## src/rtl/i2c_pkg.sv

```systemverilog
// Shared types and widths for the i2c arbiter slice.
package i2c_pkg;

  localparam int I2C_AW = 7;
  localparam int I2C_DW = 8;

  typedef enum logic [1:0] {
    IDLE  = 2'd0,
    ISSUE = 2'd1,
    WAIT  = 2'd2,
    RESP  = 2'd3
  } arb_state_e;

endpackage

```

## src/rtl/i2c_rr_arb.sv

```systemverilog
// Combinational round-robin grant: first asserted request at or above ptr_i, wrapping mod NREQ.
// Zero latency, no state; idx_o is the binary form of the one-hot gnt_o.
module i2c_rr_arb
  import i2c_pkg::*;
#(
  parameter int NREQ = 4,
  parameter int IW   = (NREQ > 1) ? $clog2(NREQ) : 1
) (
  input  logic [NREQ-1:0] req_i,
  input  logic [IW-1:0]   ptr_i,
  output logic [NREQ-1:0] gnt_o,
  output logic [IW-1:0]   idx_o,
  output logic            any_o
);

  logic [IW-1:0] cand;

  always_comb begin
    gnt_o = '0;
    idx_o = '0;
    any_o = 1'b0;
    cand  = '0;
    for (int k = 0; k < NREQ; k++) begin
      cand = IW'((int'(ptr_i) + k) % NREQ);
      if (!any_o && req_i[cand]) begin
        any_o       = 1'b1;
        gnt_o[cand] = 1'b1;
        idx_o       = cand;
      end
    end
  end

endmodule

```

## src/rtl/i2c_arb.sv

```systemverilog
// Round-robin sequencer sharing one i2c_master among NREQ single-byte requesters.
// Grant every >=4 cycles; requesters are held off (req_ready low) whenever not IDLE.
module i2c_arb
  import i2c_pkg::*;
#(
  parameter int NREQ    = 4,
  parameter int TIMEOUT = 50000,
  parameter int TW      = $clog2(TIMEOUT + 1)
) (
  input  logic                   clk,
  input  logic                   rstn,
  input  logic [NREQ-1:0]        req_valid,
  input  logic [NREQ*I2C_AW-1:0] req_addr,
  input  logic [NREQ-1:0]        req_rw,
  input  logic [NREQ*I2C_DW-1:0] req_wdata,
  output logic [NREQ-1:0]        req_ready,
  output logic [NREQ-1:0]        rsp_valid,
  output logic [I2C_DW-1:0]      rsp_rdata,
  output logic                   rsp_nack,
  output logic                   rsp_tmo,
  output logic                   arb_busy,
  output logic                   mst_start,
  output logic [I2C_AW-1:0]      mst_addr,
  output logic                   mst_rw,
  output logic [I2C_DW-1:0]      mst_dfifo,
  output logic                   mst_abort,
  input  logic                   mst_busy,
  input  logic                   mst_done,
  input  logic [I2C_DW-1:0]      mst_rdata,
  input  logic                   mst_nack
);

  localparam int IW = (NREQ > 1) ? $clog2(NREQ) : 1;

  arb_state_e        state_q;
  logic [IW-1:0]     ptr_q, ptr_d, gidx_q;
  logic [TW-1:0]     cnt_q;
  logic [NREQ-1:0]   rsp_valid_q;
  logic [I2C_DW-1:0] rdata_q;
  logic              nack_q, tmo_q;
  logic [I2C_AW-1:0] addr_q;
  logic              rw_q;
  logic [I2C_DW-1:0] wdata_q;

  logic [NREQ-1:0]   gnt;
  logic [IW-1:0]     gnt_idx;
  logic              gnt_any;
  logic [I2C_AW-1:0] sel_addr;
  logic              sel_rw;
  logic [I2C_DW-1:0] sel_wdata;
  logic              tmo_hit;

  i2c_rr_arb #(.NREQ(NREQ), .IW(IW)) u_rr (
    .req_i (req_valid),
    .ptr_i (ptr_q),
    .gnt_o (gnt),
    .idx_o (gnt_idx),
    .any_o (gnt_any)
  );

  always_comb begin
    sel_addr  = req_addr[int'(gnt_idx)*I2C_AW +: I2C_AW];
    sel_rw    = req_rw[gnt_idx];
    sel_wdata = req_wdata[int'(gnt_idx)*I2C_DW +: I2C_DW];
    ptr_d     = (gnt_idx == IW'(NREQ - 1)) ? '0 : gnt_idx + IW'(1);
  end

  // start/abort are decoded in-cycle so the master sees them in ISSUE/WAIT, not one cycle late
  assign tmo_hit   = (state_q == WAIT) && (cnt_q == TW'(TIMEOUT - 1));
  assign mst_start = (state_q == ISSUE) && !mst_busy;
  assign mst_abort = tmo_hit && !mst_done;
  assign req_ready = (rstn && state_q == IDLE) ? gnt : '0;
  assign arb_busy  = (state_q != IDLE);

  assign rsp_valid = rsp_valid_q;
  assign rsp_rdata = rdata_q;
  assign rsp_nack  = nack_q;
  assign rsp_tmo   = tmo_q;
  assign mst_addr  = addr_q;
  assign mst_rw    = rw_q;
  assign mst_dfifo = wdata_q;

  always_ff @(posedge clk or negedge rstn) begin
    if (!rstn) begin
      state_q     <= IDLE;
      ptr_q       <= '0;
      gidx_q      <= '0;
      cnt_q       <= '0;
      rsp_valid_q <= '0;
      rdata_q     <= '0;
      nack_q      <= 1'b0;
      tmo_q       <= 1'b0;
      addr_q      <= '0;
      rw_q        <= 1'b0;
      wdata_q     <= '0;
    end else begin
      rsp_valid_q <= '0;
      case (state_q)
        IDLE: begin
          if (gnt_any) begin
            addr_q  <= sel_addr;
            rw_q    <= sel_rw;
            wdata_q <= sel_wdata;
            gidx_q  <= gnt_idx;
            ptr_q   <= ptr_d;
            state_q <= ISSUE;
          end
        end
        ISSUE: begin
          if (!mst_busy) begin
            cnt_q   <= '0;
            state_q <= WAIT;
          end
        end
        WAIT: begin
          cnt_q <= cnt_q + TW'(1);
          // done takes priority over a timeout landing in the same cycle
          if (mst_done) begin
            rdata_q     <= rw_q ? mst_rdata : '0;
            nack_q      <= mst_nack;
            tmo_q       <= 1'b0;
            rsp_valid_q <= {{(NREQ-1){1'b0}}, 1'b1} << gidx_q;
            state_q     <= RESP;
          end else if (tmo_hit) begin
            rdata_q     <= '0;
            nack_q      <= 1'b1;
            tmo_q       <= 1'b1;
            rsp_valid_q <= {{(NREQ-1){1'b0}}, 1'b1} << gidx_q;
            state_q     <= RESP;
          end
        end
        RESP: state_q <= IDLE;
        default: state_q <= IDLE;
      endcase
    end
  end

endmodule

```

## config.mk

```make
export PLATFORM = sky130hd
export DESIGN_NAME = i2c_arb
export DESIGN_NICKNAME = d
export VERILOG_FILES = /design/src/rtl/i2c_pkg.sv /design/src/rtl/i2c_rr_arb.sv /design/src/rtl/i2c_arb.sv
export SDC_FILE = /design/constraint.sdc
export NUM_CORES = 1
export LEC_CHECK = 0
export ABC_AREA = 1
export CORE_MARGIN = 2
export CORE_UTILIZATION = 65
export CTS_CLUSTER_SIZE = 14
export DETAILED_ROUTE_END_ITERATION = 8
export DONT_BUFFER_PORTS = 1
export PLACE_DENSITY_LB_ADDON = 0.12
export SLEW_MARGIN = 40
export SYNTH_ARGS = -nofsm -noshare
export SYNTH_HDL_FRONTEND = slang
export SYNTH_SLANG_ARGS = --single-unit
```

## constraint.sdc

```tcl
create_clock -name clk -period 5.57 [get_ports clk]
set_input_delay 1.114 -clock clk [delete_from_list [all_inputs] [get_ports clk]]
set_output_delay 1.114 -clock clk [all_outputs]
set_load 0.1 [all_outputs]
```

; ---- Word-level counts from Yosys, hierarchy flattened
; Index checks and enable logic that the tools add are counted.
[word_totals]
regBits = 52
input_bits = 81
output_inout_bits = 37
wordCells = 112
[op_classes]
addsub = 5
mul = 1
order_cmp = 9
n_eq_ne = 8
n_shift = 3
muxes = 48
n_bitwise = 3
n_reduce_logical = 24
[ops]
columns = op, n
row1 = $mux W4, 8
row2 = $pmux W16 S2, 1
row3 = $shiftx A32 B6 Y8, 1
row4 = $shiftx A28 B6 Y7, 1
row5 = $mux W8, 3
row6 = $mux W2, 9
row7 = $add A16 B1 Y16 const B, 1
row8 = $eq A16 B16 Y1 const B, 1
row9 = $mux W1, 16
row10 = $mux W16, 1
row11 = $lt A2 B3 Y1 const B, 5
row12 = $or A4 B4 Y4, 3
row13 = $logic_and A1 B1 Y1, 11
row14 = $bmux W1 S2, 5
row15 = $demux W1 S2, 4
row16 = $ge A2 B1 Y1 const B, 4
row17 = $pmux W2 S4, 1
row18 = $eq A2 B2 Y1 const B, 3
row19 = $reduce_and A2 Y1, 3
row20 = $reduce_bool A2 Y1, 3
row21 = $logic_not A1 Y1, 5
row22 = $mul A2 B3 Y5 const B, 1
row23 = $add A2 B1 Y2 const B, 2
row24 = $add A2 B2 Y2 const B, 2
row25 = other kinds (6), 7

; ---- Logic depth before layout (Yosys ltp)
; Gate-level depths: netlist of the first run.
[logic_depth]
ltp_word = 14
mapped_depth = 16
mapped_depth_nobuf = 14

; ---- Hierarchy
; A second synthesis of the first run with hierarchy kept.
[hier_totals]
cells_unflattened = 489
area_unflattened_um2 = 3562.2
[by_module_without_submodules]
columns = mod, instances, cells_each, area_per_inst_um2, seq_area_each_um2
row1 = i2c_arb, 1, 415, 3121.7, 1301.2
row2 = i2c_rr_arb, 1, 74, 440.4, 0.0

; ---- Least setup slack after synthesis of the first run
; No wires, ideal clock.
[synth_timing]
path_type = input -> output
startpoint = in req_valid[3]
endpoint = out req_ready[0]
arrival_ns = 2.440
required_ns = 4.456
setup_slack_ns = 2.016
cell_stages = 9
path_buffers = 0
cell_sequence = inv_1 > nand2_1 > nand3_2 > nand2_4 > nor3_1 > nand3_1 > nand3_1 > nand2_1 > inv_1
[synth_via]
elab_chain_len = 13
word_cells_on_any_way = 25
classes_between = mux (16) / bitwise (3) / reduce/logical (6)
[synth_lines]
columns = element, line_no
row1 = "start, declared", i2c_arb.sv:12  ; input logic [NREQ-1:0] req_valid,
row2 = $bmux W1 S2, i2c_rr_arb.sv:25  ; if (!any_o && req_i[cand]) begin
row3 = $mux W1 (not written as such), i2c_rr_arb.sv:25
row4 = $mux W1, i2c_rr_arb.sv:25
row5 = $logic_not A1 Y1, i2c_rr_arb.sv:25
row6 = $logic_and A1 B1 Y1, i2c_rr_arb.sv:25
row7 = $mux W1, i2c_rr_arb.sv:25
row8 = $logic_not A1 Y1, i2c_rr_arb.sv:25
row9 = $logic_and A1 B1 Y1, i2c_rr_arb.sv:25
row10 = $mux W1, i2c_rr_arb.sv:25
row11 = $logic_not A1 Y1, i2c_rr_arb.sv:25
row12 = $logic_and A1 B1 Y1, i2c_rr_arb.sv:25
row13 = $mux W4 (*), i2c_rr_arb.sv:25
row14 = $mux W4 (*), i2c_arb.sv:72  ; assign req_ready = (rstn && state_q == IDLE) ? gnt : '0;
row15 = "end, declared", i2c_arb.sv:16  ; output logic [NREQ-1:0] req_ready,
; Every way passes the cells marked *; elsewhere a longest branch is shown, timed or not. The select of a mux whose other input is x is not followed.

; ---- Worst setup path after layout of the first run
[layout_timing]
startpoint = reg ptr_q[0]
endpoint = out req_ready[0]
[layout_via]
elab_chain_len = 13
word_cells_on_any_way = 48
classes_between = add/sub (3) / order compare (8) / mux (24) / bitwise (3) / reduce/logical (10)
[layout_lines]
columns = element, line_no
row1 = "start, declared", i2c_arb.sv:36  ; logic [IW-1:0] ptr_q, ptr_d, gidx_q;
row2 = "start signal, assigned", i2c_arb.sv:105  ; ptr_q <= ptr_d;
row3 = branches (longest 11 deep; another with $lt A2 B3 Y1), -
row4 = $mux W4 (*), i2c_rr_arb.sv:25
row5 = $mux W4 (*), i2c_arb.sv:72
; Mark *: on every way between the ends. The select of a mux whose other input is x is not followed.

==> results of run 1 <==
==> cell type report <==
cell class / instances / area (um2)
fill: 493 / 1700
sequential: 52 / 1330
multi-input combinational: 371 / 1880
tap: 72 / 90.1
inverter: 109 / 412
clock buffer: 8 / 90.1
==> path summary, 6_finish.rpt <==
kind / end / slack (ps) / cells past startpoint
hold reg to reg: rsp_valid[0] / 480 / 1
max in group asynchronous: mst_dfifo[0] / 4960 / 0
setup / recovery: req_ready[0] / 1420 / 10
setup reg to reg: gidx_q[1] / 2080 / 11
min in group asynchronous: mst_addr[6] / 490 / 0
hold / removal: rsp_valid[0] / 480 / 1
==> registers in the layout (all words and copies together) (netlist names) <==
register	cells
cnt_q	16
gidx_q	2
mst_addr	7
mst_dfifo	8
mst_rw	1
ptr_q	2
rsp_nack	1
rsp_rdata	8
rsp_tmo	1
rsp_valid	4
state_q	2
==> worst register-to-register path, cell delays in order (launching register included) <==
cell and delay, ps:
dfrtp_1 640, inv_2 220, ha_1 440, inv_2 70, nand3_1 120, nand2_2 120
nor2_8 160, nand3b_4 340, nand2_1 660, inv_2 310, nand2_1 190, o21ai_0 100
==> cell usage after synthesis, drive strengths merged <==
library cell	count	area share [%]
o211ai	1	0.34
nand3b	1	0.54
o21bai	1	0.20
nor3b	5	1.0
o21a	1	0.20
o21ai	11	1.5
nor3	12	1.6
ha	12	4.0
o31ai	1	0.20
nor2	20	2.7
nand3	100	14
dfrtp	52	35
a21boi	1	0.20
a22oi	4	0.81
o22ai	4	0.67
clkbuf	3	0.40
a21oi	12	1.6
or2	1	0.17
nand2	169	18
and2	1	0.17
a21o	2	0.40
buf	16	3.2
inv	109	11
nand4	6	1.2
and3	1	0.17
nor4	4	0.67
xor2	1	0.24
==> kinds of logic after synthesis <==
logic type	synth area share (%)
fa+ha+maj	4.04
simple gates	39.9
flops	35.0
compound gates	6.13
xor+xnor	0.236
buf+inv	14.6
==> metal layers <==
| metal | vias to the layer above | track usage [%] | routed length, um | part of all wire [%] |
|---|---|---|---|---|
| li1 | 1705 | - | - | - |
| met3 | 10 | 6.00 | 627 | 7.5 |
| met1 | 1531 | 33.7 | 3710 | 44 |
| met4 | 0 | 8.10 | 100 | 1.2 |
| met5 | - | 0 | 0 | 0 |
| met2 | 163 | 47.7 | 3920 | 47 |
==> per-stage QoR <==
stage                     worst slack, ps  hold WS, ps  cell area (um2)  std cells  util (%)
final                                1420          476             3800        612      69.1
after detailed placement             1810          454             3700        604      67.2
after global placement               1900          442             3680        604      66.8
after floorplan                      2020          429             3720        551         -
after CTS                            1470          470             3790        612      68.8
after global routing                 1220          473             3800        612      69.1
==> metrics.md, run 1 <==
| Metric | Value |
|---|---|
| Status | finished, final reports clean |
| Initial core utilization | 67.5% |
| Crit path launch | ptr_q[0] |
| First-pass GRT wire length | around 14 mm |
| Total number of vias | 3409 |
| Register area share after synthesis | between 30% and 40% |
| Synth Register Bits | 52 |
| Most common cell after layout, fill and taps aside | nand2_1 |
| Ys Warns | 0 |
| Die Footprint | around 0.0063 mm2 |
| Most frequent cells in the layout | nand2_1, inv_1, nand3_1 |
| Hold_buf cts | 0 |
| DP HPWL | around 6.2 mm |
| CTS tree | built |
| ANT cells | 0 |
| Crit start category | register |
| Mapped Nets | around 640 |
| Syn Std Cell Area | 0.00372 mm2 |
| Reg2Reg Launch Point | ptr_q[0] |
| Slew @ Worst Pin | between 800 and 900 ps |
| Number of I/O pins | 118 |
| Initial DRC Count | slightly below 200 |
| H-tree depth | 2 |
| Crit Path Max Fanout | 15 |
| Routability congestion estimate | 0.928 |
| Max Transition Viols Final | 0 |
| Unique cell type count in the Yosys netlist | 39 |
| Final Hold Viols | 0 |
| Post-CTS Setup Bufs | 0 |
| Largest net degree at the start of global routing | 54 |
| Antenna Violating Nets Remaining | 0 |
| Number of global-route vias before repair | around 3200 |
| RSZ-0062 raised after global routing | no |
| Fmax | 241 MHz |
| MaxCap Viol Count | 0 |
| CP max stage cell | dfrtp_1 |
| Vias/cell | ~5.6 |
| Synth Instances | roughly 550 |
| Crit path max-delay family | buffers and inverters |
| Initial antenna violation count | 0 |
| Remaining global-route overflow | 0 |
| Critical Path Most Common Cell | nand3_1 |
| PortBufs | 0 |
| Setup-failing EPs final | 0 |
| Final #Nets | around 630 |
| HP Class | reg2reg |
| Wire per inst | ~14 um |
| Fin crit period | about 4100 ps |
| CP Buf/Inv Count | 3 |
| Clock Tree Root | clkbuf_8 |
| Share of cells above drive strength 1 | approximately 9.6% |
| TNS Setup | 0 ps |
| Sink Count | 52 |
| Final Cycle Share | between 70% and 80% |
| Num rows | 27 |
| Max_slew headroom | just over 40% |
| CP cell instances | inv_2 -> ha_1 -> inv_2 -> nand3_1 -> nand2_2 -> nor3_1 -> nand3_1 -> nand3_1 -> nand2_1 -> inv_1 |
| Largest stage delay, worst path | around 640 ps |
| Die width | 79.6 um |
| Die height | 79.6 um |
| Resize count post-CTS | 0 |
| Post-Syn Area per Cell | about 6.7 um2 |
| CP Capture Type | output port |
| All-Layer GR Usage | between 20% and 30% |
| Clock transition at path regs | 90 ps |
| DR DRC count | 0 |
| Crit path DAT | approximately 3000 ps |
| Later-pin clock latency in the skew report | about 300 ps |
| Crit path kind | reg2out |
| Hold Crit Start | gidx_q[1] |
| Worst-case clock skew | 6.86 ps |
| WL final | 8.36 mm |
| Num CTS Buffers | 5 |
| DR pass1 iterations | 5 |
| Core Box Area | between 0.005 and 0.006 mm2 |
| Worst path required time | around 4500 ps |
| Synth-to-Final Area Change | 2.32% |
| Clock Path Buffers | 2 |
Power of run 1 is left out: the tool's default activity adds up to more than one toggle a clock period on the data nets, which glitch-free logic cannot reach.
==> run 2: changes to the inputs <==
--- a/config.mk
+++ b/config.mk
@@ -5,9 +5,9 @@
 export SDC_FILE = /design/constraint.sdc
 export NUM_CORES = 1
 export LEC_CHECK = 0
-export ABC_AREA = 1
+export ABC_AREA = 0
 export CORE_MARGIN = 2
-export CORE_UTILIZATION = 65
+export CORE_UTILIZATION = 64
 export CTS_CLUSTER_SIZE = 14
 export DETAILED_ROUTE_END_ITERATION = 8
 export DONT_BUFFER_PORTS = 1
==> constraint.sdc (replaced) <==
create_clock -name clk -period 4 [get_ports clk]
set_input_delay 0.8 -clock clk [delete_from_list [all_inputs] [get_ports clk]]
set_output_delay 0.8 -clock clk [all_outputs]
set_load 0.1 [all_outputs]
==> run 2 against run 1 <==
Net effect:
- setup slack worse by 1200 ps
- synthesized cell count down 38%
- global-route usage down 0.40 points
- cell area down 6.2%
- synthesized area down 13%
- flip-flop and latch count unchanged
- non-clock buffer count up 15
- register-to-register slack worse by 1400 ps
- sequential share of layout area up 2.4 points
- clock skew down 3.8 ps
- critical path type unchanged
- critical endpoint is now req_ready[2]
==> metrics.md, run 2 <==
| Metric | Value |
|---|---|
| Status | finished, final reports clean |
| Antenna Violating Nets Remaining | 0 (unchanged) |
| Commonest cells in the netlist | dfrtp_1, nor2_1, nand2_1, and3_1, mux2i_1 |
| Mapped Nets | 432 (-33%) |
| Unique cell type count in the Yosys netlist | 49 (+26%) |
| Filler Cells Inserted | 373 (-24%) |
| Num CTS Buffers | 5 (unchanged) |
| Worst-case clock skew | 3.02 ps (-3.84 ps) |
| CP cell instances | inv_1 -> ha_1 -> or3_1 -> or4b_1 -> o311ai_2 -> a221oi_1 -> nor2_2 -> buf_12 |
| Resize count post-CTS | 0 (unchanged) |
| TNS Setup | 0 ps (unchanged) |
| Largest family of logic cells by synthesized area | simple AND/OR/NAND/NOR gates |
| FFs w/ async S/R, synth | 100% (unchanged) |
| Post-Synth Adder-Cell Area | 4.63% (+0.59 points) |
| Crit start category | register |
| WL final | 7.31 mm (-13%) |
| Die height | 75.1 um (-5.6%) |
| All-Layer GR Usage | 26.9% (-0.40 points) |
| Number of global-route vias before repair | 2413 (-24%) |
| Ys Warns | 0 (unchanged) |
| Routability congestion estimate | 0.811 (-13%) |
| Max FFs per register | 16 (unchanged) |
| Register area share after synthesis | 40.2% (+5.2 points) |
| Area leader, netlist | dfrtp_1 |
| Top post-synthesis cells by area | dfrtp_1, mux2i_1, nor2_1, ha_1, a211oi_1 |
| H-tree depth | 2 (unchanged) |
| Fmax | between 200 and 300 MHz |
| Final Hold Viols | 0 (unchanged) |
| Compound-Gate Fraction of Synth Area | 17.1% (+11 points) |
| HP Class | in2async |
| Final #Nets | 431 (-32%) |
| DR pass1 iterations | 4 (-1) |
| FF+latch area | 0.00134 mm2 (+0.19%) |
| Crit Path Max Fanout | 10 (-5) |
| Synth Register Bits | 52 (unchanged) |
| Ys flop type | dfrtp_1 |
| Num rows | 25 (-7.4%) |
| Later-pin clock latency in the skew report | 300 ps (about the same) |
| Largest net degree at the start of global routing | 54 (unchanged) |
| CP Capture Type | output port |
| CTS tree | built |
| First-pass GRT wire length | 11.7 mm (-16%) |
| DP HPWL | 5.22 mm (-16%) |
| RSZ-0062 raised after global routing | no |
| DRT met1 WL | 2.99 mm (-19%) |
| Clock transition at path regs | 90 ps (about the same) |
| Share of cells above drive strength 1 | 20.4% (+11 points) |
| Vias/cell | 6.39 (+15%) |
| Die Footprint | 0.00565 mm2 (-11%) |
| Number of I/O pins | 118 (unchanged) |
| Most frequent cells in the layout | nor2_1, dfrtp_2, dfrtp_1 |
| Synth Instances | 339 (-38%) |
| Initial DRC Count | 158 (-19%) |
| Sink Count | 52 (unchanged) |
| Max Transition Viols Final | 0 (unchanged) |
| ANT cells | 0 (unchanged) |
| Area share of the leading cell type in the synthesized netlist | 40.2% (+5.2 points) |
| Fin crit period | around 3700 ps |
| Clock Tree Root | clkbuf_8 |
| Crit path kind | reg2out |
| Slew @ Worst Pin | 880 ps (-10.4 ps) |
| Post-Synth Simple-Gate Area | 20.4% (-20 points) |
| Hold_buf cts | 0 (unchanged) |
| DR DRC count | 0 (unchanged) |
| Routed length on met2 | 3.72 mm (-5.1%) |
| Initial core utilization | 67.2% (-0.24 points) |
| Metal3 WL | 510 um (-19%) |
| Wire per inst | 18.0 um (+32%) |
| Post-Syn Area per Cell | 9.56 um2 (+42%) |
| Max_slew headroom | 41.4% (+0.73 points) |
| PortBufs | 0 (unchanged) |
| R2R Setup Slk | 640 ps (-1440 ps) |
| Worst path required time | 3200 ps (-1260 ps) |
| Post-synthesis xor/xnor area fraction | 3.51% (+3.3 points) |
| Remaining global-route overflow | 0 (unchanged) |
| Most frequent cell after synthesis | dfrtp_1 |
| Uppermost layer routed | met4 |
| MaxCap Viol Count | 0 (unchanged) |
| Initial antenna violation count | 0 (unchanged) |
| Largest stage delay, worst path | 500 ps (-140 ps) |
| Syn Std Cell Area | 0.00324 mm2 (-13%) |
| Total number of vias | 2589 (-24%) |
| Mux contribution to synthesized area | 8.96% (+9.0 points) |
| Most common cell after layout, fill and taps aside | nor2_1 |
| Final Cycle Share | about 93% |
| Synth-to-Final Area Change | 10.1% |
| Clock Path Buffers | 2 (unchanged) |
| Core Box Area | 0.00482 mm2 (-13%) |
| Setup-failing EPs final | 0 (unchanged) |
| EDFF count, synth | 0 (unchanged) |
| Crit path DAT | 2940 ps (-90 ps) |
| Die width | 75.1 um (-5.6%) |
| Biggest register | cnt_q |
| CP max stage cell | dfrtp_2 |
| Multi-input logic area | 0.00181 mm2 (-3.8%) |
| Post-CTS Setup Bufs | 0 (unchanged) |
run 2: changes by cell type after synthesis, moves of 18 or more:
cell,previous run,this run
inv_1,105,9
nand2_1,163,22
a211oi_1,0,18
nor2_1,18,45
mux2i_1,0,20
nand3_1,96,17
and3_1,1,20
run 2: metal layers:
metal	global-route usage, %	vias up
li1	-	1239
met1	35.0	1247
met2	44.9	96
met3	6.69	7
met4	7.60	0
met5	0	-
run 2: layout make-up:
class                      instances  area share, %
tap                               67           2.35
inverter                           9          0.947
sequential                        52           37.4
timing repair buffer              15           5.02
multi-input combinational        255           50.6
clock inverter                     2           1.68
clock buffer                       5           1.93
run 2: critical path, delay by kind of cell (launching register included):
kind                       cells  cell delay, ps
adders and majority gates      1             370
AOI/OAI and AO/OA              2             370
buffers and inverters          2             310
DFF                            1             500
and+or+nand+nor                3            1080
run 2: kinds of logic (layout without fill, tap and decap cells):
family | after synthesis | after routing
muxes | 25 | 25
xor gates and xnor gates | 13 | 13
AOI/OAI and AO/OA | 72 | 72
adders and majority gates | 12 | 12
DFF | 52 | 52
and+or+nand+nor | 133 | 133
buffers and inverters | 32 | 31
run 2: per-stage QoR:
| stage | util (%) | setup slack (ps) | hold WS [ps] | std cells | cell area [um2] |
|---|---|---|---|---|---|
| finish | 74.1 | 260 | 177 | 405 | 3570 |
| global route | 74.1 | 89.7 | 157 | 405 | 3570 |
| CTS | 73.6 | 138 | 168 | 405 | 3540 |
| detailed placement | 70.9 | 478 | 500 | 398 | 3420 |
| global placement | 69.8 | 558 | 493 | 396 | 3360 |
| floorplan | - | 1.66 | 458 | 339 | 3260 |
run 2: path summary, 6_finish.rpt:
check                      depth (start not counted)           end  startpoint
setup reg to reg                                   9  mst_dfifo[4]    ptr_q[1]
setup / recovery                                   8  req_ready[2]    ptr_q[1]
min in group clk                                   1  rsp_valid[1]   gidx_q[1]
hold / removal                                     0     cnt_q[13]        rstn
max in group asynchronous                          0  rsp_valid[1]        rstn
hold reg to reg                                    1  rsp_valid[1]   gidx_q[1]
Power of run 2 is left out for the same reason.
